`src/rtl/mig_pkg.sv`:
```
// Shared types and constants for the majority-inverter network truth-table sweeper.
package mig_pkg;

    localparam int NUM_IN    = 7;
    localparam int MAX_NODES = 8;
    localparam int SIG_W     = 4;
    localparam int NUM_PAT   = 1 << NUM_IN;

    // Signal space: 0 = const0, 1..7 = x0..x6, 8..15 = node 0..7
    localparam logic [SIG_W-1:0] CONST0_IDX = 4'd0;
    localparam logic [SIG_W-1:0] X_BASE     = 4'd1;
    localparam logic [SIG_W-1:0] NODE_BASE  = 4'd8;

    typedef struct packed {
        logic             inv;
        logic [SIG_W-1:0] idx;
    } operand_t;

    typedef struct packed {
        operand_t a;
        operand_t b;
        operand_t c;
    } node_t;

    typedef enum logic [1:0] {
        IDLE  = 2'd0,
        EVAL  = 2'd1,
        STORE = 2'd2,
        DONE  = 2'd3
    } state_t;

    // Index of the last active node: a count of 0 runs one node, >MAX_NODES runs all.
    function automatic logic [2:0] clamp_last(input logic [3:0] n);
        if (n == 4'd0) return 3'd0;
        if (n >= 4'(MAX_NODES)) return 3'(MAX_NODES - 1);
        return 3'(n - 4'd1);
    endfunction

endpackage

```
`src/rtl/mig_truth_table_sweeper_maj3_unit.sv`:
```
// Three-input majority gate with an optional complement on each operand.
module maj3_unit (
    input  logic a,
    input  logic b,
    input  logic c,
    input  logic ia,
    input  logic ib,
    input  logic ic,
    output logic y
);
    logic ta, tb, tc;

    assign ta = a ^ ia;
    assign tb = b ^ ib;
    assign tc = c ^ ic;
    assign y  = (ta & tb) | (ta & tc) | (tb & tc);

endmodule

```
`src/rtl/mig_truth_table_sweeper.sv`:
```
// Sweeps all 128 input patterns through a programmed majority-inverter network,
// evaluating one node per cycle on a single shared majority unit.
module mig_truth_table_sweeper
    import mig_pkg::*;
(
    input  logic         clk,
    input  logic         rst,
    input  logic         start,
    input  logic [3:0]   num_nodes,
    input  logic         out_inv,
    input  logic         cfg_we,
    input  logic [2:0]   cfg_addr,
    input  logic [14:0]  cfg_data,
    output logic         busy,
    output logic         done,
    output logic [127:0] tt,
    output logic [1:0]   dbg_state
);
    // Handshake: start is a one-cycle request taken only in IDLE; busy rises the
    // cycle after, and done pulses for one cycle (busy low) when tt is final.

    state_t                   state, state_nxt;
    logic [NUM_IN-1:0]        pat;
    logic [2:0]               k;
    logic [2:0]               last;
    logic                     inv_lat;
    node_t                    prog [MAX_NODES];
    logic [MAX_NODES-1:0]     res;
    logic [(1<<SIG_W)-1:0]    sig;
    node_t                    cur;
    logic                     maj_y;

    assign busy      = (state == EVAL) || (state == STORE);
    assign done      = (state == DONE);
    assign dbg_state = state;

    always_comb begin
        sig = '0;
        sig[CONST0_IDX]               = 1'b0;
        sig[X_BASE +: NUM_IN]         = pat;
        sig[NODE_BASE +: MAX_NODES]   = res;
    end

    assign cur = prog[k];

    maj3_unit u_maj (
        .a  (sig[cur.a.idx]),
        .b  (sig[cur.b.idx]),
        .c  (sig[cur.c.idx]),
        .ia (cur.a.inv),
        .ib (cur.b.inv),
        .ic (cur.c.inv),
        .y  (maj_y)
    );

    always_ff @(posedge clk or posedge rst) begin
        if (rst) state <= IDLE;
        else     state <= state_nxt;
    end

    always_comb begin
        state_nxt = state;
        case (state)
            IDLE:    if (start) state_nxt = EVAL;
            EVAL:    if (k == last) state_nxt = STORE;
            STORE:   state_nxt = (pat == 7'(NUM_PAT - 1)) ? DONE : EVAL;
            DONE:    state_nxt = IDLE;
            default: state_nxt = IDLE;
        endcase
    end

    always_ff @(posedge clk or posedge rst) begin
        if (rst) begin
            pat     <= '0;
            k       <= '0;
            last    <= '0;
            inv_lat <= 1'b0;
            res     <= '0;
            tt      <= '0;
            for (int i = 0; i < MAX_NODES; i++) prog[i] <= '0;
        end else begin
            // Writes in the start cycle land before the first node is read.
            if (cfg_we && !busy) prog[cfg_addr] <= cfg_data;
            case (state)
                IDLE: begin
                    if (start) begin
                        last    <= clamp_last(num_nodes);
                        inv_lat <= out_inv;
                        pat     <= '0;
                        k       <= '0;
                        res     <= '0;
                        tt      <= '0;
                    end
                end
                EVAL: begin
                    res[k] <= maj_y;
                    if (k != last) k <= k + 3'd1;
                end
                STORE: begin
                    // Clearing node results makes forward/self references read 0.
                    tt[pat] <= res[last] ^ inv_lat;
                    res     <= '0;
                    k       <= '0;
                    if (pat != 7'(NUM_PAT - 1)) pat <= pat + 7'd1;
                end
                default: ;
            endcase
        end
    end

endmodule

```
`config.mk`:
```
export PLATFORM = sky130hd
export DESIGN_NAME = mig_truth_table_sweeper
export DESIGN_NICKNAME = d
export VERILOG_FILES = /design/src/rtl/mig_pkg.sv /design/src/rtl/mig_truth_table_sweeper_maj3_unit.sv /design/src/rtl/mig_truth_table_sweeper.sv
export SDC_FILE = /design/constraint.sdc
export NUM_CORES = 1
export LEC_CHECK = 0
export ABC_CLOCK_PERIOD_IN_PS = 13150
export CAP_MARGIN = 20
export CORE_MARGIN = 5
export CORE_UTILIZATION = 45
export DETAILED_ROUTE_END_ITERATION = 6
export GPL_TIMING_DRIVEN = 0
export PLACE_DENSITY = 0.73
export SLEW_MARGIN = 20
export SYNTH_ARGS = -nofsm -noshare
export SYNTH_HDL_FRONTEND = slang
export SYNTH_SLANG_ARGS = --single-unit
export TNS_END_PERCENT = 20
```
`constraint.sdc`:
```
create_clock -name clk -period 13.15 [get_ports clk]
set_clock_uncertainty 0.05 [all_clocks]
set_input_delay 2.63 -clock clk [delete_from_list [all_inputs] [get_ports clk]]
set_output_delay 2.63 -clock clk [all_outputs]
set_load 0.02 [all_outputs]
```
==> metrics.txt, run 1 <==
outcome complete, no violations; Critical Path RT 13.50 ns; Initial DRT Pass Iterations 5; top cell type's share of synthesized area 50.82%; gp weighted congestion 0.8627; DRT Wirelength 37.83 mm; Max Fclk 195.3 MHz; Yosys Warn Count 0; count leader, synth dfrtp_1; Max-cap violations 0; largest area contributor in the netlist dfrtp_1; CTS Hold Bufs 0; Mapped Cells 1188; cts repair resizes 0; Fin Hold WS 0.4291 ns; Core Area 29480 sq um; Synth async-reset ratio 100.0%; port buffer count 158; Final Hold Fails 0; Post-Syn Nets 1222; Die ar. 33320 sq um; Starting Density 45.43%; total track usage 22.02%; dpl hpwl 26.03 mm; GRT Residual Overflow 0; final setup violation count 0; Clk Latency, worst-skew pair 0.55 ns; Worst slew margin 28.08%; Site Rows 63; top cells by area, synth dfrtp_1 (51%), mux2_2 (11%), o31ai_1 (5.5%), o211ai_1 (5.4%), nand2_1 (3.5%); largest net degree at the start of global routing 108; Placed Instance Area 15530 sq um; min Tclk post-route 5.120 ns; Final Non-Filler Cells 1790; placed instance count 1738; setup_tns 0 ns; ranking of synthesized cells by instance count dfrtp_1 (272), mux2_2 (130), nand2_1 (124); vias in the first global route 10420; total number of vias 10610; Power Total 0.003226 W; Final nets 1413; CTS Buf Count 29; TritonCTS sink count 272; Yosys reg bits 272; antenna violations before repair 0; sequential area share after synthesis 50.82%; Post-synth EDFFs 0; Iter 0 DRT Violations 817; die width 182.5 um; routed length per instance 21.14 um; Post-route DRC 0; io pins 159; first-pass GRT wire length 59.44 mm; Top FF cell, synth dfrtp_1; distinct cell type count of the synthesized netlist 79; post-CTS setup buffers 0; peak supply drop 0.1380 mV; worst min path class reg -> reg; Vias per Instance 5.927; Worst setup SP type primary input; final instance area 16440 sq um; Die Y 182.5 um; fillcell total 2519; RSZ-0062 raised after global routing false; power per cell area 196.2 nW/um^2; CTS Buffer Depth 3; CP endpoint kind flop; fraction of layout cells with a size suffix above 1 17.43%; WS Path Type in -> reg; Antenna Diode Count 0; CP Max Fanout 10; Mean Syn Cell Area 11.27 sq um; synthesized area 13390 sq um; Detail Route Antenna Nets 0; Static Leak 6.636 nW; Max Slew Vio Count 0; Slew @ Worst Pin 1.076 ns; clock root buffer clkbuf_16; H-tree levels 1; Reg clk slew, reported paths 0.06 ns; Layout area overhead 22.77%; Final Cycle Share 38.94%; TritonCTS clock tree built; worst path arrival time 5.47 ns
-- power breakdown --
group	leakage [nW]	total, W	internal [W]	switching, W
sequential	3.57	0.00117	0.00105	0.000120
combinational	2.61	0.00128	0.000533	0.000743
clock	0.464	0.000782	0.000448	0.000334
total	6.64	0.00323	0.00203	0.00120
-- placed cells by master, fill, tap and decap left out, drive strengths merged, types with 3 or more instances in the layout --
master	instances
a211oi	6
o22a	4
o21ai	91
buf	24
mux2	136
xnor2	6
ha	7
mux2i	39
clkbuf	125
nor3b	7
o211ai	98
o221ai	5
inv	18
a21oi	17
nand3b	6
o31ai	99
nand3	19
mux4	8
nor3	10
nand2b	14
o22ai	9
o41ai	5
clkinv	9
nor2b	7
and2	3
dfrtp	272
nor2	28
nand2	127
clkdlybuf4s50	158
or3	9
-- layout make-up --
cell class / count / area (sq um) / area share (%)
inverter: 16 / 67.56 / 0.4109
clock buffer: 41 / 850.8 / 5.174
sequential: 272 / 6807 / 41.39
buffer: 106 / 508.0 / 3.089
multi-input combinational: 794 / 6025 / 36.64
clock inverter: 11 / 62.56 / 0.3804
tap: 390 / 488.0 / 2.967
timing repair buffer: 160 / 1637 / 9.952
-- through the flow --
stage | worst slack (ns) | util, %
finish | 8.030 | 55.78
global route | 7.848 | 55.78
CTS | 8.101 | 55.76
detailed placement | 7.538 | 52.67
global placement | -0.2422 | 52.45
floorplan | 2.975 | -
-- critical path, stage by stage --
cell             delay, ns
clkdlybuf4s50_1       0.54
nand2_1               0.22
o21ai_0               0.42
clkbuf_1              0.46
nand3_1               0.38
clkbuf_1              0.43
o211ai_1              0.29
o31ai_1               0.11
-- worst paths after layout --
check | startpoint | to | slack (ns) | depth (start not counted)
max reg2reg | dbg_state[0] | prog[32] | 9.72 | 6
max | start | tt[122] | 8.03 | 8
max in group asynchronous | rst | prog[55] | 9.56 | 3
min in group asynchronous | rst | tt[77] | 2.52 | 2
min reg2reg | tt[91] | tt[91] | 0.43 | 2
min | tt[91] | tt[91] | 0.43 | 2
-- per-layer routing --
| metal | track usage [%] | wire length [um] | vias up |
|---|---|---|---|
| met5 | 0 | 0 | - |
| met3 | 3.070 | 2462 | 69 |
| met2 | 36.86 | 18140 | 406 |
| li1 | - | - | 4811 |
| met4 | 6.214 | 1071 | 0 |
| met1 | 30.12 | 16160 | 5324 |
-- registers in the layout (all words and copies together), names as in the netlist --
signal,cells
last,3
dbg_state,2
inv_lat,1
tt,128
pat,7
k,3
res,8
prog,120
-- logic make-up after synthesis --
group / count (synthesis) / synth area share, %
adder cells (fa/ha/maj): 7 / 0.6539
buffers and inverters: 122 / 4.241
flip-flops: 272 / 50.82
AND/OR/NAND/NOR: 242 / 8.715
XOR/XNOR: 8 / 0.5792
AO/OA/AOI/OAI: 354 / 19.12
multiplexers: 183 / 15.87
Power figures use the tool's default switching activity.
==> run 2: changes to the inputs <==
Settings changed: ABC_CLOCK_PERIOD_IN_PS 13150 to 5000.
Clock period 13.15 ns to 5 ns, I/O delays scaled along.
==> metrics.txt, run 2 (synthesized netlist as in run 1, its figures left out) <==
Core Area 29480 sq um; worst path arrival time 3.85 ns; Hold Crit Start tt[66]; io pins 159; cts repair resizes 0; Post-Place Worst Slack 1.074 ns; hold depth 2; first-pass GRT wire length 60.55 mm; Worst slew margin 27.71%; reg2reg start dbg_state[0]; min Tclk post-route 3.480 ns; post-CTS setup buffers 0; routed length per instance 21.29 um; H-tree levels 1; TritonCTS clock tree built; Die ar. 33320 sq um; power per cell area 521.9 nW/um^2; Critical Path RT 5.37 ns; Final Cycle Share 69.61%; DRT Wirelength 38.26 mm; Final nets 1419; Static Leak 6.725 nW; Worst R2R Path Depth 6; Post-route DRC 0; CP endpoint kind flop; biggest regs tt x128, prog x120, res x8; CTS Buf Count 28; Final WS setup 1.520 ns; dpl hpwl 26.69 mm; fraction of layout cells with a size suffix above 1 17.84%; total number of vias 10700; Antenna Diode Count 0; Detail Route Antenna Nets 0; Clk Latency, worst-skew pair 0.54 ns; vias in the first global route 10710; Slew @ Worst Pin 1.082 ns; Placed Instance Area 15660 sq um; WS Path Type reg -> reg; CTS Buffer Depth 3; setup_tns 0 ns; Worst Hold Endpoint tt[66]; Reg clk slew, reported paths 0.06 ns; clock root buffer clkbuf_16; Final Hold Fails 0; GRT Residual Overflow 0; Layout area overhead 24.48%; outcome complete, no violations; total track usage 22.45%; max reg flops 128; antenna violations before repair 0; TritonCTS sink count 272; FF+latch area 6807 sq um; Fin Hold WS 0.4292 ns; final setup violation count 0; Die Y 182.5 um; Max Slew Vio Count 0; R2R setup slack 1.52 ns; Starting Density 45.43%; Site Rows 63; die width 182.5 um; Critical R2R Capture prog[42]; Iter 0 DRT Violations 893; most common cell after layout, fill and taps aside dfrtp_1; Biggest register tt; Max-cap violations 0; most frequent cells in the layout dfrtp_1 (272), clkdlybuf4s50_1 (158), mux2_2 (130); largest net degree at the start of global routing 36; CTS Hold Bufs 0; CP Max Fanout 10; Initial DRT Pass Iterations 5; Vias per Instance 5.952; Multi-input gate area 6025 sq um; worst min path class reg -> reg; fillcell total 2483; fin util 56.56%; gp weighted congestion 0.8612; Worst setup SP type flop; Max Fclk 287.3 MHz; peak supply drop 0.3721 mV; RSZ-0062 raised after global routing false; final instance area 16670 sq um; port buffer count 158
==> run 2: changes by cell type in the layout (fill, tap and decap cells not counted), moves of 2 or more <==
cell and delta:
bufinv_16 +4, buf_12 +7, clkinvlp_4 +3, inv_6 -2, clkinv_2 -4
==> run 2: report_power, final <==
group	switching, W	internal [W]
clock	0.000878	0.00137
combinational	0.00197	0.00141
sequential	0.000318	0.00275
==> run 2: worst max-delay path, stage by stage (launching register included) <==
cell	delay (ns)
dfrtp_1	0.44
inv_1	0.11
ha_1	0.44
nand3b_1	0.29
nor3b_1	0.90
clkbuf_1	0.71
mux2_2	0.42
==> run 2: per-stage QoR <==
step | cells | total power, W
floorplan | 1188 | 0.005536
global placement | 1736 | 0.006308
detailed placement | 1745 | 0.006438
CTS | 1797 | 0.008711
global route | 1797 | 0.009177
finish | 1797 | 0.008702
==> run 2: worst max-delay path by stage <==
stage	start	to	slack, ns	depth (start not counted)
finish	dbg_state[0]	prog[42]	1.52	6
global route	k[1]	res[4]	1.35	11
CTS	dbg_state[0]	prog[42]	1.52	6
detailed placement	start	tt[114]	1.07	8
global placement	rst	prog[43]	-1.55	2
floorplan	rst	dbg_state[0]	0.35	1
==> run 2: final cells by class <==
| class | count | share of cell area (%) |
|---|---|---|
| well taps | 390 | 2.927 |
| clock inverters | 12 | 1.013 |
| multi-input cells | 794 | 36.13 |
| flip-flops and latches | 272 | 40.82 |
| inverters | 16 | 0.3827 |
| plain buffers | 106 | 3.047 |
| repair buffers | 167 | 10.66 |
| clock buffers | 40 | 5.020 |
==> run 2: layer usage <==
| metal | wire length, um | share of wire, % | track usage, % |
|---|---|---|---|
| met1 | 15970 | 42 | 30.65 |
| met2 | 18250 | 48 | 37.04 |
| met3 | 2567 | 6.7 | 3.030 |
| met4 | 1477 | 3.9 | 7.655 |
| met5 | 0 | 0 | 0 |
==> run 3: changes to the inputs <==
Settings changed: ABC_CLOCK_PERIOD_IN_PS 5000 to 3370.
Clock period 5 ns to 3.37 ns, I/O delays scaled along.
==> metrics.txt, run 3 (synthesized netlist as in run 1, its figures left out) <==
Final WS setup 0.09829 ns; clock root buffer clkbuf_16; gp weighted congestion 0.8612; Layout area overhead 24.91%; Critical Path Most Common Cell buf_6; Worst setup SP type flop; power per cell area 786.2 nW/um^2; Starting Density 45.43%; Site Rows 63; Core Area 29480 sq um; io pins 159; Max-cap violations 0; CTS Buf Count 28; largest net degree at the start of global routing 36; most frequent cells in the layout dfrtp_1 (272), clkdlybuf4s50_1 (158), mux2_2 (130); H-tree levels 1; Critical Path RT 3.74 ns; Max Slew Vio Count 0; DRT Wirelength 38.20 mm; Final nets 1421; Biggest register tt; total number of vias 10730; Slew @ Worst Pin 0.8360 ns; GRT Residual Overflow 0; Multi-input gate area 6055 sq um; placed instance count 1745; Post-route DRC 0; Hold Crit Start tt[66]; Final Non-Filler Cells 1799; antenna violations before repair 0; TritonCTS clock tree built; port buffer count 158; Iter 0 DRT Violations 879; worst min path class reg -> reg; Reg clk slew, reported paths 0.07 ns; RSZ-0062 raised after global routing true; Worst slew margin 44.26%; Final Hold Fails 0; CP max stage cell dfrtp_1; Worst R2R Path Depth 12; Max Fclk 305.7 MHz; Worst Hold Endpoint tt[66]; Die Y 182.5 um; WS Path Type reg -> reg; reg2reg start k[2]; biggest regs tt x128, prog x120, res x8; Detail Route Antenna Nets 0; Critical R2R Capture res[7]; peak supply drop 0.5630 mV; cells along the critical path buf_6, buf_6, mux2_2, o22ai_1, nand2_1, o211ai_1, nand3_1, a211o_1, a31oi_2, o211ai_2, a211oi_1, nor3_1; Bufs and invs on worst path 2; CP endpoint kind flop; fraction of layout cells with a size suffix above 1 18.45%; slowest cell delay on critical path 0.50 ns; Post-Place Worst Slack -0.2301 ns; total track usage 22.45%; Final Cycle Share 97.08%; hold depth 2; R2R setup slack 0.1 ns; routed length per instance 21.23 um; outcome complete, no violations; CP Max Fanout 10; TritonCTS sink count 272; vias in the first global route 10710; Static Leak 6.745 nW; cell family with most CP delay compound AO/OA/AOI/OAI gates; Initial DRT Pass Iterations 5; most common cell after layout, fill and taps aside dfrtp_1; max reg flops 128; CTS Buffer Depth 3; Vias per Instance 5.965; Antenna Diode Count 0; die width 182.5 um; min Tclk post-route 3.272 ns; fin util 56.75%; worst path arrival time 3.64 ns; first-pass GRT wire length 60.55 mm; Clk Latency, worst-skew pair 0.54 ns; FF+latch area 6807 sq um; dpl hpwl 26.69 mm; Die ar. 33320 sq um; final setup violation count 0; fillcell total 2478
-- run 3: per-stage QoR --
step           setup TNS [ns]  area (sq um)  power, W  hold slack [ns]
3_5_place_dp           -5.291         15660  0.009553           0.4222
4_1_cts                -1.875         16670   0.01292           0.4359
5_1_grt               -0.5466         16730   0.01386           0.4422
3_3_place_gp          -773.75         15470  0.009359           0.4159
6_report                    0         16730   0.01315           0.4292
2_1_floorplan         -258.24         13400  0.008214           0.4219
-- run 3: worst reg2reg max path, stage by stage, from the launching register on --
cell and delay (ns):
dfrtp_1 0.50, buf_6 0.20, buf_6 0.18, mux2_2 0.36
o22ai_1 0.18, nand2_1 0.08, o211ai_1 0.23, nand3_1 0.14
a211o_1 0.32, a31oi_2 0.30, o211ai_2 0.16, a211oi_1 0.35
nor3_1 0.10
-- run 3: how the worst max path moves through the flow --
stage	cells after the start	start	slack [ns]	end
2_1_floorplan	1	rst	-0.95	dbg_state[0]
3_3_place_gp	2	rst	-2.85	prog[13]
3_5_place_dp	8	start	-0.23	tt[114]
4_1_cts	6	dbg_state[0]	-0.11	prog[42]
5_1_grt	9	dbg_state[1]	-0.09	tt[114]
6_report	12	k[2]	0.1	res[7]
-- run 3: per-layer routing --
metal  part of all wire, %  global-route usage [%]  vias up
met5                     0                       0        -
met4                   3.6                   7.655        0
met3                   6.9                   3.030       86
met2                    48                   37.04      460
met1                    41                   30.65     5348
li1                      -                       -     4837
-- run 3: layout make-up --
| cell class | count | area share, % |
|---|---|---|
| clock buffers | 40 | 5.003 |
| multi-input cells | 794 | 36.19 |
| plain buffers | 106 | 3.036 |
| repair buffers | 169 | 10.78 |
| flip-flops and latches | 272 | 40.68 |
| inverters | 16 | 0.3814 |
| well taps | 390 | 2.917 |
| clock inverters | 12 | 1.010 |
-- run 3: timing repair --
| action | 4_1_cts | 5_1_grt |
|---|---|---|
| setup buffers | 0 | 2 |
| resized for setup | 0 | 8 |
| hold buffers | 0 | 0 |
| pin swaps | 0 | 2 |
| endpoints found under the setup margin | 20 | 27 |
-- run 3: report_power, final --
group / internal [W] / switching (W) / total [W]
logic: 0.00227 / 0.00301 / 0.00528
clock network: 0.00203 / 0.00130 / 0.00333
registers: 0.00408 / 0.000466 / 0.00455
total: 0.00839 / 0.00477 / 0.0132
